File: src/rtl/rgb_sequencer_pwm.sv
// rgb_sequencer_pwm
//
// Colour sequencer for the board's active-low RGB LED. Each channel is driven by
// PWM from a shared free-running counter. Three modes are supported:
//   STEP   - hard colour steps R, RG, G, GB, B, RB, one every STEP_CYCLES clocks
//   FADE   - smooth hue wheel: one channel ramps per segment, one ramp step every
//            FADE_TICK clocks, 2^PWM_BITS ramp steps per segment
//   MANUAL - no timers; BOOT steps through the STEP-mode colours
// The BOOT and SW buttons are active-low, asynchronous to clk, synchronised and
// debounced. An SW press cycles the mode. A BOOT press toggles pause in STEP/FADE
// and advances the colour in MANUAL.
//
// Ports:
//   clk    in   system clock (12 MHz)
//   rst_n  in   asynchronous active-low reset
//   BOOT   in   raw button, active-low
//   SW     in   raw button, active-low
//   RGB_R  out  red LED, active-low (0 = lit), registered
//   RGB_G  out  green LED, active-low, registered
//   RGB_B  out  blue LED, active-low, registered

module rgb_sequencer_pwm #(
   parameter int unsigned STEP_CYCLES     = 12000000,
   parameter int unsigned FADE_TICK       = 46875,
   parameter int unsigned PWM_BITS        = 8,
   parameter int unsigned DEBOUNCE_CYCLES = 120000
) (
   input  logic clk,
   input  logic rst_n,
   input  logic BOOT,
   input  logic SW,
   output logic RGB_R,
   output logic RGB_G,
   output logic RGB_B
);

   localparam int unsigned StepW = (STEP_CYCLES > 1) ? $clog2(STEP_CYCLES) : 1;
   localparam int unsigned FadeW = (FADE_TICK > 1) ? $clog2(FADE_TICK) : 1;
   localparam int unsigned DebW  = (DEBOUNCE_CYCLES > 1) ? $clog2(DEBOUNCE_CYCLES) : 1;

   localparam logic [StepW-1:0]    StepLast = StepW'(STEP_CYCLES - 1);
   localparam logic [FadeW-1:0]    FadeLast = FadeW'(FADE_TICK - 1);
   localparam logic [DebW-1:0]     DebLast  = DebW'(DEBOUNCE_CYCLES - 1);
   localparam logic [PWM_BITS-1:0] DutyMax  = '1;
   localparam logic [2:0]          IdxLast  = 3'd5;

   // Button vector index
   localparam int unsigned BtnBoot = 0;
   localparam int unsigned BtnSw   = 1;

   typedef enum logic [1:0] {
      StStep,
      StFade,
      StManual
   } mode_e;

   // ---------------------------------------------------------------------------
   // Button synchronisers and debouncers
   // ---------------------------------------------------------------------------
   logic [1:0]     btn_meta_q;
   logic [1:0]     btn_sync_q;
   logic [1:0]     btn_deb_q;
   logic [1:0]     btn_deb_d;
   logic [1:0]     btn_press;
   logic [DebW-1:0] deb_cnt_q [2];
   logic [DebW-1:0] deb_cnt_d [2];

   // Synchroniser and debounce state resets to "released" so a button held
   // through reset still has to pass the full debounce interval.
   always_ff @(posedge clk or negedge rst_n) begin
      if (!rst_n) begin
         btn_meta_q <= 2'b11;
         btn_sync_q <= 2'b11;
         btn_deb_q  <= 2'b11;
         for (int i = 0; i < 2; i++) begin
            deb_cnt_q[i] <= '0;
         end
      end else begin
         btn_meta_q <= {SW, BOOT};
         btn_sync_q <= btn_meta_q;
         btn_deb_q  <= btn_deb_d;
         for (int i = 0; i < 2; i++) begin
            deb_cnt_q[i] <= deb_cnt_d[i];
         end
      end
   end

   // The counter runs only while the synced level disagrees with the accepted
   // level; any agreeing cycle (a bounce) restarts it. The press pulse fires in
   // the cycle the new low level is accepted.
   always_comb begin
      for (int i = 0; i < 2; i++) begin
         btn_deb_d[i] = btn_deb_q[i];
         deb_cnt_d[i] = '0;
         btn_press[i] = 1'b0;
         if (btn_sync_q[i] != btn_deb_q[i]) begin
            if (deb_cnt_q[i] == DebLast) begin
               btn_deb_d[i] = btn_sync_q[i];
               btn_press[i] = ~btn_sync_q[i];
            end else begin
               deb_cnt_d[i] = deb_cnt_q[i] + DebW'(1);
            end
         end
      end
   end

   logic boot_press;
   logic sw_press;

   assign boot_press = btn_press[BtnBoot];
   assign sw_press   = btn_press[BtnSw];

   // ---------------------------------------------------------------------------
   // Mode / colour sequencer
   // ---------------------------------------------------------------------------
   mode_e              mode_q, mode_d;
   logic [2:0]         idx_q, idx_d;
   logic               paused_q, paused_d;
   logic [StepW-1:0]   step_q, step_d;
   logic [FadeW-1:0]   fade_q, fade_d;
   logic [PWM_BITS-1:0] ramp_q, ramp_d;
   logic [2:0]         idx_next;

   always_ff @(posedge clk or negedge rst_n) begin
      if (!rst_n) begin
         mode_q   <= StStep;
         idx_q    <= '0;
         paused_q <= 1'b0;
         step_q   <= '0;
         fade_q   <= '0;
         ramp_q   <= '0;
      end else begin
         mode_q   <= mode_d;
         idx_q    <= idx_d;
         paused_q <= paused_d;
         step_q   <= step_d;
         fade_q   <= fade_d;
         ramp_q   <= ramp_d;
      end
   end

   assign idx_next = (idx_q == IdxLast) ? 3'd0 : idx_q + 3'd1;

   always_comb begin
      mode_d   = mode_q;
      idx_d    = idx_q;
      paused_d = paused_q;
      step_d   = step_q;
      fade_d   = fade_q;
      ramp_d   = ramp_q;

      // Timed advance; pause freezes timers and ramp but not the PWM.
      unique case (mode_q)
         StStep: begin
            if (!paused_q) begin
               if (step_q == StepLast) begin
                  step_d = '0;
                  idx_d  = idx_next;
               end else begin
                  step_d = step_q + StepW'(1);
               end
            end
         end
         StFade: begin
            if (!paused_q) begin
               if (fade_q == FadeLast) begin
                  fade_d = '0;
                  if (ramp_q == DutyMax) begin
                     ramp_d = '0;
                     idx_d  = idx_next;
                  end else begin
                     ramp_d = ramp_q + PWM_BITS'(1);
                  end
               end else begin
                  fade_d = fade_q + FadeW'(1);
               end
            end
         end
         default: begin
         end
      endcase

      // SW outranks BOOT when both presses land in the same cycle.
      if (sw_press) begin
         unique case (mode_q)
            StStep:  mode_d = StFade;
            StFade:  mode_d = StManual;
            default: mode_d = StStep;
         endcase
         idx_d    = idx_q;
         paused_d = 1'b0;
         step_d   = '0;
         fade_d   = '0;
         ramp_d   = '0;
      end else if (boot_press) begin
         if (mode_q == StManual) begin
            idx_d = idx_next;
         end else begin
            paused_d = ~paused_q;
         end
      end
   end

   // ---------------------------------------------------------------------------
   // Duty selection
   // ---------------------------------------------------------------------------
   logic [PWM_BITS-1:0] duty_r, duty_g, duty_b;
   logic [PWM_BITS-1:0] ramp_inv;

   // ramp_q never exceeds DutyMax, so this cannot underflow.
   assign ramp_inv = DutyMax - ramp_q;

   always_comb begin
      duty_r = '0;
      duty_g = '0;
      duty_b = '0;
      if (mode_q == StFade) begin
         case (idx_q)
            3'd0: begin duty_r = DutyMax;  duty_g = ramp_q;   end
            3'd1: begin duty_r = ramp_inv; duty_g = DutyMax;  end
            3'd2: begin duty_g = DutyMax;  duty_b = ramp_q;   end
            3'd3: begin duty_g = ramp_inv; duty_b = DutyMax;  end
            3'd4: begin duty_r = ramp_q;   duty_b = DutyMax;  end
            3'd5: begin duty_r = DutyMax;  duty_b = ramp_inv; end
            default: begin
            end
         endcase
      end else begin
         case (idx_q)
            3'd0: begin duty_r = DutyMax;                    end
            3'd1: begin duty_r = DutyMax; duty_g = DutyMax;  end
            3'd2: begin duty_g = DutyMax;                    end
            3'd3: begin duty_g = DutyMax; duty_b = DutyMax;  end
            3'd4: begin duty_b = DutyMax;                    end
            3'd5: begin duty_r = DutyMax; duty_b = DutyMax;  end
            default: begin
            end
         endcase
      end
   end

   // ---------------------------------------------------------------------------
   // PWM and registered active-low outputs
   // ---------------------------------------------------------------------------
   logic [PWM_BITS-1:0] pwm_cnt_q;
   logic                lit_r, lit_g, lit_b;
   logic                rgb_r_q, rgb_g_q, rgb_b_q;

   // Full duty is forced on so MAX never shows a dark slot at pwm_cnt == MAX.
   assign lit_r = (duty_r == DutyMax) || (pwm_cnt_q < duty_r);
   assign lit_g = (duty_g == DutyMax) || (pwm_cnt_q < duty_g);
   assign lit_b = (duty_b == DutyMax) || (pwm_cnt_q < duty_b);

   always_ff @(posedge clk or negedge rst_n) begin
      if (!rst_n) begin
         pwm_cnt_q <= '0;
         rgb_r_q   <= 1'b1;
         rgb_g_q   <= 1'b1;
         rgb_b_q   <= 1'b1;
      end else begin
         pwm_cnt_q <= pwm_cnt_q + PWM_BITS'(1);
         rgb_r_q   <= ~lit_r;
         rgb_g_q   <= ~lit_g;
         rgb_b_q   <= ~lit_b;
      end
   end

   assign RGB_R = rgb_r_q;
   assign RGB_G = rgb_g_q;
   assign RGB_B = rgb_b_q;

endmodule

File: config.mk
export PLATFORM = sky130hd
export DESIGN_NAME = rgb_sequencer_pwm
export DESIGN_NICKNAME = d
export VERILOG_FILES = /design/src/rtl/rgb_sequencer_pwm.sv
export SDC_FILE = /design/constraint.sdc
export NUM_CORES = 1
export LEC_CHECK = 0
export CORE_UTILIZATION = 35
export DETAILED_ROUTE_END_ITERATION = 6
export PLACE_DENSITY = 0.52
export SLEW_MARGIN = 5
export SYNTH_ARGS = -nofsm -noshare
export SYNTH_HDL_FRONTEND = slang
export SYNTH_SLANG_ARGS = --single-unit
File: constraint.sdc
create_clock -name clk -period 6.1 [get_ports clk]
set_input_delay 0.61 -clock clk [delete_from_list [all_inputs] [get_ports clk]]
set_output_delay 0.61 -clock clk [all_outputs]
set_load 0.005 [all_outputs]
==> results.txt, run 1 <==
average vias per placed instance = 5.62
first-pass GRT wire length = 25.9 mm
sequential share of the synthesized area = 40.6%
Synth Area in XOR/XNOR = 7.82%
Slowest Stage Delay on Critical Path = 0.91 ns
Syn. warnings = 0
clk sinks = 105
Critical Path AT = 3.47 ns
layout cells sized above 1 = 6.02%
GRT Util Overall = 16.5%
clk slew on worst S/H paths = 0.07 ns
max_slew headroom = 38.4%
FFs w/ async S/R, synth = 100%
vias in the first global route = 5192
Post-Route Setup TNS = 0 ns
PostCTS Resize Cnt = 0
vias = 5299
Critical path origin = idx_q[0]
Setup Skew = 0.0100 ns
die footprint = 0.0191 sq mm
worst reg2reg endpoint = RGB_B
Rows = 49
area growth from synthesis to layout = 8.32%
TritonCTS clock tree = yes
Initial Util = 35.9%
Final Util = 38.9%
crit path max fanout = 28
Avg Cell Area, Syn = 9.00 sq um
EDFF count, synth = 0
# diodes = 0
slowest stage cell, crit path = dfrtp_1
failing checks = DRC
clock latency on the worst-skew pair = 0.36 ns
Final Hold Viols = 0
Routed Wire Length = 14.9 mm
Post-Synth Simple-Gate Area = 28.0%
Pleak = 2.88 nW
reg2reg setup slack = 2.92 ns
Syn Nets = 755
cts hold-fix bufs = 0
Critical Path End Type = flop
worst reg-to-reg path cell count = 11
Post-DRT Antenna Nets = 0
post-synthesis mux area share = 0.501%
core area = 0.0181 sq mm
Post-CTS Repair Setup Buffers = 0
GPL Wtd Cong = 0.877
Tmin final = 3.18 ns
initial antenna violation count = 0
Final nets = 743
Compound-Gate Fraction of Synth Area = 14.6%
outcome = finished with violations
WS Path Type = reg2reg
reg2reg start = idx_q[0]
CTS H-tree lvls = 3
Clock Path Buffers = 2
number of max-cap violations = 0
total grt overflow = 0
main flop type after synthesis = dfrtp_1
DRT iter0 DRCs = 403
Synth Area in Adders = 5.59%
# DRC = 2
power per cell area = 194 mW/mm^2
die width = 138 um
Syn Inst Count = 722
Slew Viols, Final = 0
CTS Buf Count = 9
library cells used by synthesis = 67
DP HPWL = 10.3 mm
RSZ-0062 raised after global routing = false
worst path required time = 6.39 ns
critical path cell sequence = and2_1, ha_1, nor2_1, nor2_1, nor3_1, ha_1, a21oi_1, nor2b_1, o21ai_0, nand2_1, o32a_1
chip height = 138 um
critical path launch point type = flop
maximum VDD drop = 0.143 mV
router iterations before antenna repair = 7
Hold Crit Class = in2async
mapped cell area = 0.00649 sq mm
largest family of logic cells by synthesized area = simple AND/OR/NAND/NOR gates
Fmax = 314 MHz
DR WL/cell = 15.8 um
CTS root buf = clkbuf_16
port buffer count = 6
pin count of the biggest net entering global routing = 69
actual slew at the worst max-slew pin = 0.922 ns
#FFs+latches synth = 105
fillcell total = 1816
part of the cycle the worst path needs = 52.2%
# setup viols final = 0
io pins = 7
[cell families after synthesis]
family | after synthesis
xor gates and xnor gates | 58
adders and majority gates | 29
muxes | 3
buffers and inverters | 46
and+or+nand+nor | 338
DFF | 105
AOI/OAI and AO/OA | 143
[worst max path at each step]
stage,to,slack (ns),cells past startpoint
floorplan,RGB_G,3.19,12
global placement,step_q[15],3.01,7
detailed placement,step_q[15],2.92,7
CTS,step_q[15],2.90,7
global route,RGB_B,2.67,11
finish,RGB_B,2.92,11
[final cells by class]
type	instances	area (sq um)	area share, %
repair buffers	9	80.1	1.14
well taps	229	287	4.07
clock buffers	10	229	3.25
flip-flops and latches	105	2640	37.5
inverters	14	52.6	0.747
multi-input cells	571	3670	52.1
clock inverters	5	82.6	1.17
[synthesized netlist by cell type (7+ instances only)]
master	count	area share (%)
nor2_1	99	5.7
dfrtp_1	96	37
nand2_1	49	2.8
xnor2_1	35	4.7
nand3_1	32	2.5
a21oi_1	30	2.3
ha_1	29	5.6
nor3_1	29	2.2
nand4_1	26	2.5
xor2_1	23	3.1
clkbuf_1	22	1.3
o21ai_0	22	1.7
and3_1	15	1.4
inv_1	14	0.81
o21ai_1	14	1.1
or3_1	14	1.3
a211oi_1	12	1.4
a211o_1	9	1.2
a21o_1	9	1.0
and4_1	9	1.2
dfstp_2	9	3.6
nor4_1	8	0.77
o21a_1	8	0.92
nand2b_1	7	0.67
o31ai_1	7	0.81
[where the power goes]
group          internal (W)   total, W  switching (W)
Clock              0.000358   0.000630       0.000272
Sequential         0.000701   0.000706     0.00000405
Combinational    0.00000616  0.0000263      0.0000202
[routing by layer]
metal / up-vias / GRT usage [%] / wire length [um]
li1: 2619 / - / -
met1: 2599 / 22.0 / 7260
met2: 65 / 27.1 / 7080
met3: 16 / 3.22 / 377
met4: 0 / 4.97 / 177
met5: - / 0 / 0
[registers in the layout (all words and copies together) (netlist names)]
signal      cells
deb_cnt_q      34
step_q         24
fade_q         16
pwm_cnt_q       8
ramp_q          8
idx_q           3
btn_deb_q       2
btn_meta_q      2
btn_sync_q      2
mode_q          2
RGB_B           1
RGB_G           1
RGB_R           1
paused_q        1
[metrics by stage]
stage | cells | cell area, sq um | power, W | setup WS (ns) | hold slack [ns]
detailed placement | 928 | 6720 | 0.000747 | 2.92 | 0.349
floorplan | 722 | 6490 | 0.000728 | 3.19 | 0.314
finish | 943 | 7040 | 0.00136 | 2.92 | 0.215
global route | 943 | 7040 | 0.00141 | 2.67 | 0.248
CTS | 943 | 7040 | 0.00139 | 2.90 | 0.223
global placement | 928 | 6720 | 0.000746 | 3.01 | 0.349
[critical path, delay by kind of cell, from the launching register on]
kind | cells | cell delay, ns
simple gates | 6 | 1.05
flops | 1 | 0.91
compound gates | 3 | 0.46
fa+ha+maj | 2 | 0.70
[placed cells by master (no fill, tap or decap), types with 22 or more instances in the layout]
| cell | n |
|---|---|
| dfrtp_1 | 96 |
| o21ai_0 | 22 |
| nand3_1 | 32 |
| ha_1 | 29 |
| nor3_1 | 29 |
| xor2_1 | 23 |
| nor2_1 | 99 |
| xnor2_1 | 35 |
| nand2_1 | 49 |
| a21oi_1 | 30 |
| nand4_1 | 26 |
Note: power is estimated with default switching activity, not from simulation.
==> run 2, diff against run 1 <==
Settings changed: PLACE_DENSITY 0.52 to 0.54.
Clock period 6.1 ns to 2.78 ns, I/O delays scaled along.
==> results.txt, run 2 (same netlist as run 1, synthesis figures left out) <==
outcome = finished with violations
failing checks = DRC
Critical Path End Type = flop
pre-CTS setup slack = 0.0856 ns
Final Hold Viols = 0
Critical Path AT = 2.85 ns
clk sinks = 105
die footprint = 0.0191 sq mm
layout cells sized above 1 = 9.45%
port buffer count = 6
registers with the most flip-flops = deb_cnt_q (34), step_q (24), fade_q (16)
Tmin final = 2.61 ns
post-route cell area = 0.00724 sq mm
Clock Path Buffers = 2
Biggest register = deb_cnt_q
Post-DRT Antenna Nets = 0
max_slew headroom = 53.9%
average vias per placed instance = 5.67
part of the cycle the worst path needs = 94.0%
Hold Crit Class = in2reg
Final Util = 40.0%
power per cell area = 395 mW/mm^2
Fmax = 383 MHz
area growth from synthesis to layout = 11.4%
vias in the first global route = 5287
initial antenna violation count = 0
DR WL/cell = 15.9 um
Pleak = 3.02 nW
first-pass GRT wire length = 25.8 mm
worst setup margin = 0.166 ns
actual slew at the worst max-slew pin = 0.686 ns
worst path required time = 3.02 ns
Post-Route Setup TNS = 0 ns
vias = 5503
most common cell after layout, fill and taps aside = nor2_1
# DRC = 4
# diodes = 0
Slew Viols, Final = 0
router iterations before antenna repair = 7
pin count of the biggest net entering global routing = 63
number of max-cap violations = 0
Routed Wire Length = 15.4 mm
Final nets = 769
GPL Wtd Cong = 0.829
core area = 0.0181 sq mm
clk slew on worst S/H paths = 0.07 ns
DRT iter0 DRCs = 446
DP HPWL = 10.7 mm
crit path max fanout = 11
clock latency on the worst-skew pair = 0.35 ns
die width = 138 um
total grt overflow = 0
reg2reg setup slack = 0.17 ns
chip height = 138 um
Initial Util = 35.9%
Rows = 49
maximum VDD drop = 0.267 mV
io pins = 7
# setup viols final = 0
WS Path Type = reg2reg
DP Area = 0.00692 sq mm
CTS H-tree lvls = 3
CTS Buf Count = 9
CTS root buf = clkbuf_16
Setup Skew = 0.00961 ns
TritonCTS clock tree = yes
most frequent cells in the layout = nor2_1 (98), dfrtp_1 (96), nand2_1 (49)
GRT Util Overall = 16.5%
critical path launch point type = flop
Total Power = 0.00285 W
RSZ-0062 raised after global routing = false
max reg flops = 34
run 2: cell types whose count changed in the layout (fill, tap and decap cells not counted), sizes merged:
| cell | change |
|---|---|
| buf | +24 |
| bufinv | -2 |
| clkbuf | +4 |
| clkinvlp | -1 |
| dlygate4sd3 | +1 |
| nor2 | +1 |
run 2: repair_timing:
item	CTS	global route
gates resized for setup	0	4
hold buffers	1	0
endpoints found under the hold margin	40	0
setup buffers	0	0
endpoints found under the setup margin	0	10
run 2: per-layer routing:
metal / vias up / global-route usage, % / routed length, um
met3: 16 / 3.43 / 572
met4: 0 / 5.38 / 210
li1: 2667 / - / -
met1: 2707 / 20.9 / 7130
met5: - / 0 / 0
met2: 113 / 28.0 / 7490
run 2: critical path: stages, from the launching register on:
cell and delay, ns:
dfrtp_1 0.39, ha_1 0.23, or4b_1 0.51, or4_4 0.61
nor2_8 0.24, buf_4 0.20, nor3_1 0.06, o21ai_0 0.16
o21ai_1 0.09
run 2: cell type report:
cell class                 count  area, sq um
clock buffer                  14          264
clock inverter                 2         15.0
fill                        1796        10900
inverter                      14         52.6
multi-input combinational    572         3700
sequential                   105         2640
tap                          229          287
timing repair buffer          34          283
run 2: stage by stage:
stage | std cells | hold slack, ns
global route | 970 | 0.331
CTS | 969 | 0.312
finish | 970 | 0.330
floorplan | 722 | -0.0176
global placement | 952 | 0.332
detailed placement | 952 | 0.336
run 2: final timing paths:
path | end | startpoint | cells after the start
setup / recovery | fade_q[11] | deb_cnt_q[0] | 8
hold / removal | btn_meta_q[0] | BOOT | 1
setup reg to reg | fade_q[11] | deb_cnt_q[0] | 8
hold reg to reg | btn_sync_q[0] | btn_meta_q[0] | 0
max in group asynchronous | btn_meta_q[0] | rst_n | 3
min in group asynchronous | step_q[8] | rst_n | 2
run 2: report_power, final:
part	internal, W	switching [W]
clock	0.000659	0.000583
combinational	0.0000177	0.0000456
sequential	0.00154	0.00000938
total	0.00222	0.000638
==> run 3, diff against run 2 <==
Settings changed: CELL_PAD_IN_SITES_DETAIL_PLACEMENT set to 0, CELL_PAD_IN_SITES_GLOBAL_PLACEMENT set to 1, PLACE_DENSITY 0.54 to 0.65, SLEW_MARGIN 5 to 25.
==> results.txt, run 3 (same netlist as run 1, synthesis figures left out) <==
Tmin final = 2.61 ns
max reg flops = 34
Finished Layout Cells = 977
DRT iter0 DRCs = 379
# diodes = 0
power per cell area = 402 mW/mm^2
actual slew at the worst max-slew pin = 0.629 ns
CTS root buf = clkbuf_16
Initial Util = 35.9%
Post-DRT Antenna Nets = 0
Hold Crit Class = in2reg
DR WL/cell = 16.5 um
average vias per placed instance = 5.69
slowest stage cell, crit path = or4_1
vias in the first global route = 5298
worst reg-to-reg path cell count = 7
max_slew headroom = 58.1%
number of max-cap violations = 0
Fmax = 384 MHz
critical path launch point type = flop
crit path max fanout = 8
die width = 138 um
worst reg2reg endpoint = fade_q[14]
initial antenna violation count = 0
Pleak = 3.05 nW
# DRC = 2
Final nets = 776
router iterations before antenna repair = 7
most frequent cells in the layout = nor2_1 (99), dfrtp_1 (96), nand2_1 (49)
Routed Wire Length = 16.2 mm
Rows = 49
clk slew on worst S/H paths = 0.07 ns
area growth from synthesis to layout = 12.3%
GPL Wtd Cong = 0.855
reg2reg start = deb_cnt_q[0]
DP HPWL = 11.2 mm
Critical Path End Type = flop
core area = 0.0181 sq mm
reg2reg setup slack = 0.17 ns
RSZ-0062 raised after global routing = false
layout cells sized above 1 = 10.3%
Biggest register = deb_cnt_q
vias = 5560
most common cell after layout, fill and taps aside = nor2_1
TritonCTS clock tree = yes
failing checks = DRC
Setup crit end = fade_q[14]
chip height = 138 um
registers with the most flip-flops = deb_cnt_q (34), step_q (24), fade_q (16)
Slew Viols, Final = 0
CTS H-tree lvls = 3
first-pass GRT wire length = 27.0 mm
Final Hold Viols = 0
Placed Cells = 956
Slowest Stage Delay on Critical Path = 0.55 ns
GRT Util Overall = 17.3%
worst path required time = 3.07 ns
clk sinks = 105
Critical path origin = deb_cnt_q[0]
maximum VDD drop = 0.271 mV
die footprint = 0.0191 sq mm
outcome = finished with violations
pin count of the biggest net entering global routing = 46
CTS Buf Count = 9
Clock Path Buffers = 2
WS Path Type = reg2reg
critical path cell sequence = ha_1, or4b_1, nor4_2, a21oi_1, or4_1, nand2_1, a22o_1
Critical Path AT = 2.90 ns
part of the cycle the worst path needs = 93.8%
Setup Skew = 0.0115 ns
# setup viols final = 0
clock latency on the worst-skew pair = 0.35 ns
total grt overflow = 0
port buffer count = 6
Post-Route Setup TNS = 0 ns
io pins = 7
## run 3: layer usage
metal / track usage [%] / part of all wire [%]
met5: 0 / 0
met4: 4.61 / 1.0
met3: 2.70 / 3.5
met2: 29.1 / 48
met1: 23.2 / 47
## run 3: timing repair
item                                    4_1_cts  5_1_grt
setup buffers                                 0        3
resized for setup                             0        2
endpoints found under the setup margin        0       11
hold buffers                                  1        0
endpoints found under the hold margin        37        0
## run 3: how the worst min path moves through the flow
stage                from            end  depth (start not counted)
global route         BOOT  btn_meta_q[0]                          1
floorplan           rst_n   deb_cnt_q[0]                          0
global placement    rst_n  deb_cnt_q[14]                          1
detailed placement  rst_n   deb_cnt_q[7]                          1
CTS                  BOOT  btn_meta_q[0]                          1
finish               BOOT  btn_meta_q[0]                          1
## run 3: through the flow
| stage | util, % | power [W] | setup slack (ns) | hold slack [ns] | cell area (sq um) |
|---|---|---|---|---|---|
| 5_1_grt | 40.3 | 0.00304 | 0.00173 | 0.314 | 7300 |
| 6_report | 40.3 | 0.00293 | 0.173 | 0.327 | 7300 |
| 2_1_floorplan | - | 0.00160 | 0.0566 | -0.0176 | 6500 |
| 3_5_place_dp | 38.4 | 0.00164 | 0.123 | 0.339 | 6950 |
| 3_3_place_gp | 38.4 | 0.00164 | 0.182 | 0.320 | 6950 |
| 4_1_cts | 40.1 | 0.00297 | 0.100 | 0.315 | 7250 |
## run 3: cell type report
class / count / area (sq um)
Inverter: 14 / 52.6
Sequential cell: 105 / 2640
Timing Repair Buffer: 41 / 335
Multi-Input combinational cell: 572 / 3690
Tap cell: 229 / 287
Fill cell: 1744 / 10800
Clock inverter: 4 / 51.3
Clock buffer: 12 / 246
## run 3: power by group
part,internal (W),switching (W)
Combinational,0.0000173,0.0000475
Clock,0.000727,0.000594
Sequential,0.00154,0.00000926
## run 3: worst max-delay path, delay by kind of cell, from the launching register on
family          cells  cell delay (ns)
simple gates        4             1.54
compound gates      2             0.41
flops               1             0.39
fa+ha+maj           1             0.22
